**src/rtl/serial_transmit.sv**
```systemverilog
// Parallel-to-serial framer: start 0, WIDTH data bits LSB first, stop 1, each bit SAMPLES clocks.
// Optional even-parity bit before stop when SERIAL_TX_PARITY_EN is defined.
module serial_transmit #(
  parameter int SAMPLES = 16,
  parameter int WIDTH   = 8
) (
  input  logic             i_clk,
  input  logic             i_reset,
  input  logic [WIDTH-1:0] i_data_in,
  input  logic             i_load,
  output logic             o_data_out,
  output logic             o_busy,
  output logic             o_done
);

  localparam int CW = (SAMPLES > 1) ? $clog2(SAMPLES) : 1;
  localparam int BW = (WIDTH > 1) ? $clog2(WIDTH) : 1;
  localparam logic [CW-1:0] LAST_CNT = CW'(SAMPLES - 1);
  localparam logic [BW-1:0] LAST_BIT = BW'(WIDTH - 1);

  // IDLE line high | START line 0 | DATA r_data[r_bit] | PARITY ^r_data | STOP line 1
  typedef enum logic [2:0] {
    S_IDLE,
    S_START,
    S_DATA,
`ifdef SERIAL_TX_PARITY_EN
    S_PARITY,
`endif
    S_STOP
  } state_t;

  state_t           r_state;
  state_t           w_state_nxt;
  logic [CW-1:0]    r_cnt;
  logic [BW-1:0]    r_bit;
  logic [BW-1:0]    w_bit_nxt;
  logic [WIDTH-1:0] r_data;
  logic             r_data_out;
  logic             w_line_nxt;
  logic             w_wrap;

  assign w_wrap = (r_cnt == LAST_CNT);

  always_ff @(posedge i_clk) begin
    if (i_reset) begin
      r_state    <= S_IDLE;
      r_cnt      <= '0;
      r_bit      <= '0;
      r_data     <= '0;
      r_data_out <= 1'b1;
    end else begin
      r_state    <= w_state_nxt;
      r_cnt      <= (r_state == S_IDLE || w_wrap) ? '0 : r_cnt + CW'(1);
      r_bit      <= w_bit_nxt;
      r_data_out <= w_line_nxt;
      if (r_state == S_IDLE && i_load) begin
        r_data <= i_data_in;
      end
    end
  end

  always_comb begin
    w_state_nxt = r_state;
    w_bit_nxt   = '0;
    case (r_state)
      S_IDLE: begin
        if (i_load) w_state_nxt = S_START;
      end
      S_START: begin
        if (w_wrap) w_state_nxt = S_DATA;
      end
      S_DATA: begin
        w_bit_nxt = r_bit;
        if (w_wrap) begin
          if (r_bit == LAST_BIT) begin
            w_bit_nxt = '0;
`ifdef SERIAL_TX_PARITY_EN
            w_state_nxt = S_PARITY;
`else
            w_state_nxt = S_STOP;
`endif
          end else begin
            w_bit_nxt = r_bit + BW'(1);
          end
        end
      end
`ifdef SERIAL_TX_PARITY_EN
      S_PARITY: begin
        if (w_wrap) w_state_nxt = S_STOP;
      end
`endif
      S_STOP: begin
        if (w_wrap) w_state_nxt = S_IDLE;
      end
      default: w_state_nxt = S_IDLE;
    endcase
  end

  // Line level is computed for the upcoming state so data_out stays a plain register.
  always_comb begin
    w_line_nxt = 1'b1;
    case (w_state_nxt)
      S_START:  w_line_nxt = 1'b0;
      S_DATA:   w_line_nxt = r_data[w_bit_nxt];
`ifdef SERIAL_TX_PARITY_EN
      S_PARITY: w_line_nxt = ^r_data;
`endif
      default:  w_line_nxt = 1'b1;
    endcase
  end

  assign o_data_out = r_data_out;
  assign o_busy     = (r_state != S_IDLE);
  assign o_done     = (r_state == S_STOP) && w_wrap;

endmodule

```
**config.mk**
```make
export PLATFORM = sky130hd
export DESIGN_NAME = serial_transmit
export DESIGN_NICKNAME = d
export VERILOG_FILES = /design/src/rtl/serial_transmit.sv
export SDC_FILE = /design/constraint.sdc
export NUM_CORES = 1
export LEC_CHECK = 0
export BUFFER_PORTS_ARGS = -buffer_cell sky130_fd_sc_hd__buf_4
export CAP_MARGIN = 0
export CORE_UTILIZATION = 57
export CTS_BUF_LIST = sky130_fd_sc_hd__clkbuf_4 sky130_fd_sc_hd__clkbuf_8 sky130_fd_sc_hd__clkbuf_16
export DETAILED_ROUTE_END_ITERATION = 12
export PLACE_DENSITY = 0.82
export SYNTH_ARGS = -nofsm -noshare
export SYNTH_HDL_FRONTEND = slang
export SYNTH_SLANG_ARGS = --single-unit
export TNS_END_PERCENT = 50
```
**constraint.sdc**
```tcl
create_clock -name i_clk -period 3.8 [get_ports i_clk]
set_input_delay 0.19 -clock i_clk [delete_from_list [all_inputs] [get_ports i_clk]]
set_output_delay 0.19 -clock i_clk [all_outputs]
set_load 0.02 [all_outputs]
```
==> impl_metrics.sql, run 1 <==
INSERT INTO impl_metrics (metric_group, metric, value, unit) VALUES
('clock_network', 'cts_buffer_depth', '2', ''),
('synth', 'synth-seq-cells', '19', ''),
('routing', 'ant_nets', '0', ''),
('synth', 'most_common_flop_cell_mapped_by_yosys', 'sky130_fd_sc_hd__dfxtp_1', ''),
('grt', 'grt_util_met3', '4.35', '%'),
('timing', 'fmax', '0.443', 'GHz'),
('timing', 'final-hold-violation-count', '0', ''),
('synth', 'yosys.cell_types.count', '29', ''),
('timing', 'share_of_the_clock_period_used_by_the_worst_path_after_layout', '59.5', '%'),
('timing', 'slew_violations', '0', ''),
('finish', 'filler_cell_count', '112', ''),
('finish', 'area_growth', '14.8', '%'),
('placed_design', 'quantity_of_i_o_buffers_inserted_on_ports', '13', ''),
('synth', 'synth_async_sr_flop_share', '0', '%'),
('grt', 'grt_antenna_before_repair', '0', ''),
('hold_path', 'hold_path_depth', '3', ''),
('routing', 'detail_route.drc_violations', '0', ''),
('floorplan', 'die_height', '41.5', 'um'),
('grt', 'globalRouteMet1Util', '27.3', '%'),
('clock_network', 'post-cts-setup-buffer-count', '0', ''),
('clock_network', 'tritoncts.num_buffers', '3', ''),
('worst_setup_path', 'critical_path.max_fanout', '7', ''),
('worst_setup_path', 'regToRegStartpoint', 'r_bit[0]', ''),
('power_and_ir_drop', 'static-leakage-power', '0.417', 'nW'),
('clock_network', 'ctsRootBufferMaster', 'sky130_fd_sc_hd__clkbuf_4', ''),
('worst_setup_path', 'r2r_slack', '1.54', 'ns'),
('hold_path', 'hold_class', 'in -> reg', ''),
('synth', 'mean_instance_size_in_the_synthesized_netlist', '8.80', 'um2'),
('finish', 'antenna_cells', '0', ''),
('clock_network', 'worst_setup_hold_path_clk_slew', '0.10', 'ns'),
('clock_network', 'clock_sink_count', '19', ''),
('routing', 'drt_iter0_drc', '15', ''),
('routing', 'routed_vias_inst', '5.67', ''),
('timing', 'setup_skew_after_layout', '0.00222', 'ns'),
('grt', 'grt.overflow.total', '0', ''),
('synth', 'synth_edf_count', '0', ''),
('routing', 'dr_total_vias', '731', ''),
('clock_network', 'cts_hold_buf', '0', ''),
('timing', 'tns', '0', 'ns'),
('worst_setup_path', 'r2r_end', 'o_data_out', ''),
('floorplan', 'fp.dieArea', '0.00172', 'mm2'),
('synth', 'synth_nets', '115', ''),
('routing', 'totalWireLength', '1610', 'um'),
('clock_network', 'h-tree-depth', '1', ''),
('timing', 'unrepaired_setup_endpoints_after_global_routing', 'false', ''),
('clock_network', 'clock_latency', '0.29', 'ns'),
('power_and_ir_drop', 'net-switching-power', '0.0775', 'mW'),
('power_and_ir_drop', 'power.sequential.fraction', '60.7', '%'),
('power_and_ir_drop', 'vdd_drop_max', '228', 'uV'),
('clock_network', 'clock_tree_from_tritoncts', 'yes', ''),
('synth', 'netlist_instances', '101', ''),
('worst_setup_path', 'ws_path_type', 'reg -> reg', ''),
('timing', 'setup_viol', '0', ''),
('synth', 'synth_area', '888', 'um2'),
('worst_setup_path', 'sort_of_element_at_the_start_of_the_critical_path', 'register', ''),
('placed_design', 'dp_hpwl', '1260', 'um'),
('finish', 'layout-drive-gt1-share', '19.3', '%'),
('worst_setup_path', 'worst_ep_required_time', '3.96', 'ns'),
('run', 'timing.max_cap.violations', '0', ''),
('grt', 'number_of_global_route_vias_before_repair', '657', ''),
('finish', 'nets', '129', ''),
('routing', 'drt_pre_antenna_iters', '4', ''),
('routing', 'drt-wirelength-per-cell', '12.4', 'um'),
('floorplan', 'starting_density', '65.0', '%'),
('floorplan', 'die_w', '41.5', 'um'),
('worst_setup_path', 'worst_setup_path_end_kind', 'register', ''),
('finish', 'post-route-util', '74.6', '%'),
('floorplan', 'fp.coreArea', '0.00137', 'mm2'),
('status', 'status', 'finished, final reports clean', ''),
('synth', 'synth_seq_area_share', '42.8', '%'),
('clock_network', 'cts-resized-gates', '0', '');
[Yosys cell counts, drive strengths merged, types with 3 or more instances]
cell	count	area [um2]
a21oi	13	76.3
clkbuf	4	15.0
dfxtp	19	380
ha	3	37.5
mux2i	3	30.0
nand2	22	82.6
nand3	3	20.0
nand3b	3	22.5
nor2	6	22.5
nor3	3	15.0
or3	3	23.8
[layer usage]
| layer | vias up | wire length, um |
|---|---|---|
| met1 | 331 | 745 |
| met4 | 0 | 31 |
| met3 | 4 | 69 |
| met5 | - | 0 |
| li1 | 376 | - |
| met2 | 20 | 760 |
[through the flow]
stage          cells  setup WS (ns)  hold WS (ns)  cell area, um2  power (mW)
5_1_grt          129           1.45         0.123            1020       0.366
4_1_cts          129           1.52         0.132            1020       0.351
3_5_place_dp     125           1.55         0.447             990       0.247
6_report         129           1.54         0.141            1020       0.347
3_3_place_gp     125           1.60         0.432             990       0.246
2_1_floorplan    101           1.66         0.262             888       0.232
[power by group through the flow]
stage	Clock, mW	Sequential [mW]	Combinational, mW
after global placement	0	0.215	0.0307
after detailed placement	0	0.215	0.0317
after global routing	0.118	0.212	0.0357
final	0.105	0.211	0.0312
after CTS	0.108	0.211	0.0318
after floorplan	0	0.215	0.0175
[worst max path at each step]
stage                     depth (start not counted)    endpoint
after global routing                              7  o_data_out
after CTS                                         7  o_data_out
after detailed placement                          7  o_data_out
after floorplan                                   7  o_data_out
after global placement                            7  o_data_out
final                                             7  o_data_out
[worst max-delay path: stages, from the launching register on]
cell and delay, ns:
sky130_fd_sc_hd__dfxtp_1 0.37, sky130_fd_sc_hd__ha_1 0.21, sky130_fd_sc_hd__ha_1 0.20, sky130_fd_sc_hd__or3_4 0.40, sky130_fd_sc_hd__a21oi_4 0.16, sky130_fd_sc_hd__mux4_1 0.56, sky130_fd_sc_hd__mux2i_1 0.14, sky130_fd_sc_hd__a22oi_1 0.08
[registers in the layout, summed over array words and instances (netlist names)]
| name | cells |
|---|---|
| o_data_out | 1 |
| r_bit | 3 |
| r_state | 3 |
| r_cnt | 4 |
| r_data | 8 |
[area by class of cell]
cell class	instances	area [um2]	area share (%)
inverters	2	7.51	0.736
well taps	15	18.8	1.84
clock buffers	4	30.0	2.94
multi-input cells	76	485	47.6
flip-flops and latches	19	380	37.3
repair buffers	13	97.6	9.57
[cell usage in the layout (no fill, tap or decap), types with 2 or more instances in the layout]
cell / instances
sky130_fd_sc_hd__a21oi_1: 12
sky130_fd_sc_hd__nor3b_1: 2
sky130_fd_sc_hd__inv_1: 2
sky130_fd_sc_hd__clkbuf_4: 4
sky130_fd_sc_hd__or3_1: 2
sky130_fd_sc_hd__nor2_1: 6
sky130_fd_sc_hd__nand3b_1: 3
sky130_fd_sc_hd__nand2_1: 22
sky130_fd_sc_hd__nor3_1: 3
sky130_fd_sc_hd__buf_4: 13
sky130_fd_sc_hd__dfxtp_1: 19
sky130_fd_sc_hd__mux2i_1: 3
sky130_fd_sc_hd__ha_1: 3
sky130_fd_sc_hd__xor2_1: 2
sky130_fd_sc_hd__nand3_1: 2
sky130_fd_sc_hd__and2_1: 2
[cells by family after synthesis]
logic type,share of synthesized area (%)
multiplexers,6.34
other,0.422
AND/OR/NAND/NOR,29.0
flip-flops,42.8
adder cells (fa/ha/maj),4.23
buffers and inverters,2.54
AO/OA/AOI/OAI,11.7
XOR/XNOR,2.96
(Power assumes the default switching activity.)
==> inputs of run 2 (changes only) <==
Settings changed: CORE_UTILIZATION 57 to 53, PLACE_DENSITY 0.82 to 0.77.
Clock period 3.8 ns to 2.15 ns, I/O delays scaled along.
==> impl_metrics.sql, run 2 (synthesis results as in run 1) <==
INSERT INTO impl_metrics (metric_group, metric, value, unit) VALUES
('routing', 'drt-wirelength-per-cell', '14.4', 'um'),
('clock_network', 'cts_buffer_depth', '2', ''),
('floorplan', 'fp.coreArea', '0.00154', 'mm2'),
('worst_setup_path', 'worstRegToRegCells', '7', ''),
('grt', 'grt_antenna_before_repair', '0', ''),
('finish', 'antenna_cells', '0', ''),
('hold_path', 'hold_class', 'in -> reg', ''),
('floorplan', 'starting_density', '57.6', '%'),
('clock_network', 'worst_setup_hold_path_clk_slew', '0.11', 'ns'),
('floorplan', 'fp.dieArea', '0.00184', 'mm2'),
('timing', 'fmax', '0.462', 'GHz'),
('clock_network', 'tritoncts.num_buffers', '3', ''),
('power_and_ir_drop', 'comb_power_share', '9.3', '%'),
('timing', 'postLayoutSetupSlackWorst', '-0.0152', 'ns'),
('finish', 'filler_cell_count', '117', ''),
('routing', 'dr_total_vias', '766', ''),
('power_and_ir_drop', 'power_per_cell_area', '561', 'mW/mm2'),
('routing', 'drt_pre_antenna_iters', '4', ''),
('timing', 'share_of_the_clock_period_used_by_the_worst_path_after_layout', '101', '%'),
('finish', 'nets', '134', ''),
('power_and_ir_drop', 'internal-power', '0.479', 'mW'),
('routing', 'totalWireLength', '1940', 'um'),
('power_and_ir_drop', 'sw_frac_of_total', '23.3', '%'),
('floorplan', 'placement_rows', '14', ''),
('hold_path', 'hold_path_depth', '3', ''),
('worst_setup_path', 'ws_path_type', 'reg -> reg', ''),
('worst_setup_path', 'worst_ep_arrival_time', '2.33', 'ns'),
('power_and_ir_drop', 'power.sequential.fraction', '60.1', '%'),
('status', 'status', 'finished with violations', ''),
('worst_setup_path', 'worst_setup_path_end_kind', 'register', ''),
('routing', 'ant_nets', '0', ''),
('timing', 'post-route-min-period', '2.17', 'ns'),
('power_and_ir_drop', 'vdd_drop_max', '435', 'uV'),
('finish', 'layout-drive-gt1-share', '30.3', '%'),
('clock_network', 'ctsRootBufferMaster', 'sky130_fd_sc_hd__clkbuf_4', ''),
('timing', 'setup_viol', '1', ''),
('timing', 'unrepaired_setup_endpoints_after_global_routing', 'true', ''),
('placed_design', 'globalplace.congestion', '0.795', ''),
('finish', 'biggestRegsByFlops', 'r_data x8, r_cnt x4', ''),
('clock_network', 'clock_tree_from_tritoncts', 'yes', ''),
('worst_setup_path', 'critical_path.max_fanout', '2', ''),
('grt', 'number_of_global_route_vias_before_repair', '742', ''),
('finish', 'final_common_cell', 'sky130_fd_sc_hd__nand2_1', ''),
('power_and_ir_drop', 'clock_power_share', '30.7', '%'),
('worst_setup_path', 'worst_ep_required_time', '2.31', 'ns'),
('finish', 'largest_register_ff_count', '8', ''),
('placed_design', 'dp_hpwl', '1370', 'um'),
('clock_network', 'h-tree-depth', '1', ''),
('placed_design', 'numPlacedInstances', '130', ''),
('grt', 'grt_start_max_net_pins', '16', ''),
('grt', 'grt_pass1_wl', '3220', 'um'),
('floorplan', 'die_w', '42.9', 'um'),
('status', 'violations_in_the_final_reports', 'setup timing', ''),
('timing', 'final-hold-violation-count', '0', ''),
('clock_network', 'cts_hold_buf', '0', ''),
('routing', 'drt_iter0_drc', '11', ''),
('finish', 'area_growth', '25.2', '%'),
('floorplan', 'floorplan.io_pins', '14', ''),
('clock_network', 'clock_sink_count', '19', ''),
('finish', 'layout.cells.most_common_list', '22 x sky130_fd_sc_hd__nand2_1, 18 x sky130_fd_sc_hd__buf_4, 16 x sky130_fd_sc_hd__dfxtp_1', ''),
('clock_network', 'clock_latency', '0.30', 'ns'),
('placed_design', 'quantity_of_i_o_buffers_inserted_on_ports', '13', ''),
('finish', 'layoutNonFillerInstCount', '135', ''),
('finish', 'multi_input_comb_area', '536', 'um2'),
('timing', 'setup_skew_after_layout', '0.00519', 'ns'),
('finish', 'largest_register', 'r_data', ''),
('finish', 'sequential_cell_area', '384', 'um2'),
('routing', 'routed_vias_inst', '5.67', ''),
('timing', 'tns', '-0.0152', 'ns'),
('routing', 'detail_route.drc_violations', '0', ''),
('grt', 'grtUsageTotal', '23.2', '%'),
('worst_setup_path', 'sort_of_element_at_the_start_of_the_critical_path', 'register', ''),
('floorplan', 'die_height', '42.9', 'um'),
('grt', 'grt.overflow.total', '0', ''),
('power_and_ir_drop', 'static-leakage-power', '0.426', 'nW'),
('timing', 'slew_violations', '0', ''),
('power_and_ir_drop', 'net-switching-power', '0.146', 'mW'),
('run', 'timing.max_cap.violations', '0', '');
run 2: routing by layer:
layer / vias to the layer above / GRT usage, % / routed length, um
met2: 25 / 40.6 / 988
met4: 0 / 10.3 / 95
met5: - / 0 / 0
met1: 349 / 27.2 / 772
li1: 380 / - / -
met3: 12 / 4.26 / 84
run 2: area by class of cell:
type / instances / share of cell area, %
clock buffer: 4 / 2.70
inverter: 2 / 0.675
multi-input combinational: 76 / 48.1
sequential: 19 / 34.5
tap: 16 / 1.80
timing repair buffer: 18 / 12.1
run 2: critical path, stage by stage (launching register included):
cell and delay [ns]:
sky130_fd_sc_hd__dfxtp_2 0.35, sky130_fd_sc_hd__ha_4 0.16, sky130_fd_sc_hd__ha_4 0.15, sky130_fd_sc_hd__or3_4 0.39, sky130_fd_sc_hd__a21oi_4 0.15, sky130_fd_sc_hd__mux4_2 0.53
sky130_fd_sc_hd__mux2i_2 0.19, sky130_fd_sc_hd__a22oi_1 0.10
run 2: per-stage QoR:
step / power (mW) / instance area (um2) / hold WS, ns / util (%) / setup slack (ns)
floorplan: 0.410 / 888 / 0.179 / - / 0.0139
global placement: 0.434 / 1020 / 0.354 / 66.2 / 0.0457
detailed placement: 0.437 / 1020 / 0.364 / 66.2 / -0.0422
CTS: 0.625 / 1050 / 0.0442 / 68.4 / 0.00870
global route: 0.651 / 1110 / 0.0478 / 72.2 / -0.0430
finish: 0.624 / 1110 / 0.0444 / 72.2 / -0.0152
run 2: repair_timing:
| item | in CTS | in global routing |
|---|---|---|
| setup buffers | 0 | 1 |
| setup endpoints to repair | 1 | 1 |
| hold endpoints to repair | 0 | 0 |
| resized for setup | 4 | 9 |
| pin swaps | 3 | 4 |
run 2: worst paths after layout:
| path | start | endpoint | slack, ns |
|---|---|---|---|
| max | r_bit[1] | o_data_out | -0.02 |
| min | i_data_in[1] | r_data[1] | 0.04 |
| max reg2reg | r_bit[1] | o_data_out | -0.02 |
| min reg2reg | r_cnt[0] | r_cnt[0] | 0.46 |
run 2: power by group through the flow:
stage,sequential (mW),combinational [mW],clock (mW)
6_report,0.375,0.0579,0.192
5_1_grt,0.377,0.0656,0.208
4_1_cts,0.373,0.0559,0.196
3_5_place_dp,0.381,0.0556,0
3_3_place_gp,0.380,0.0540,0
2_1_floorplan,0.380,0.0309,0
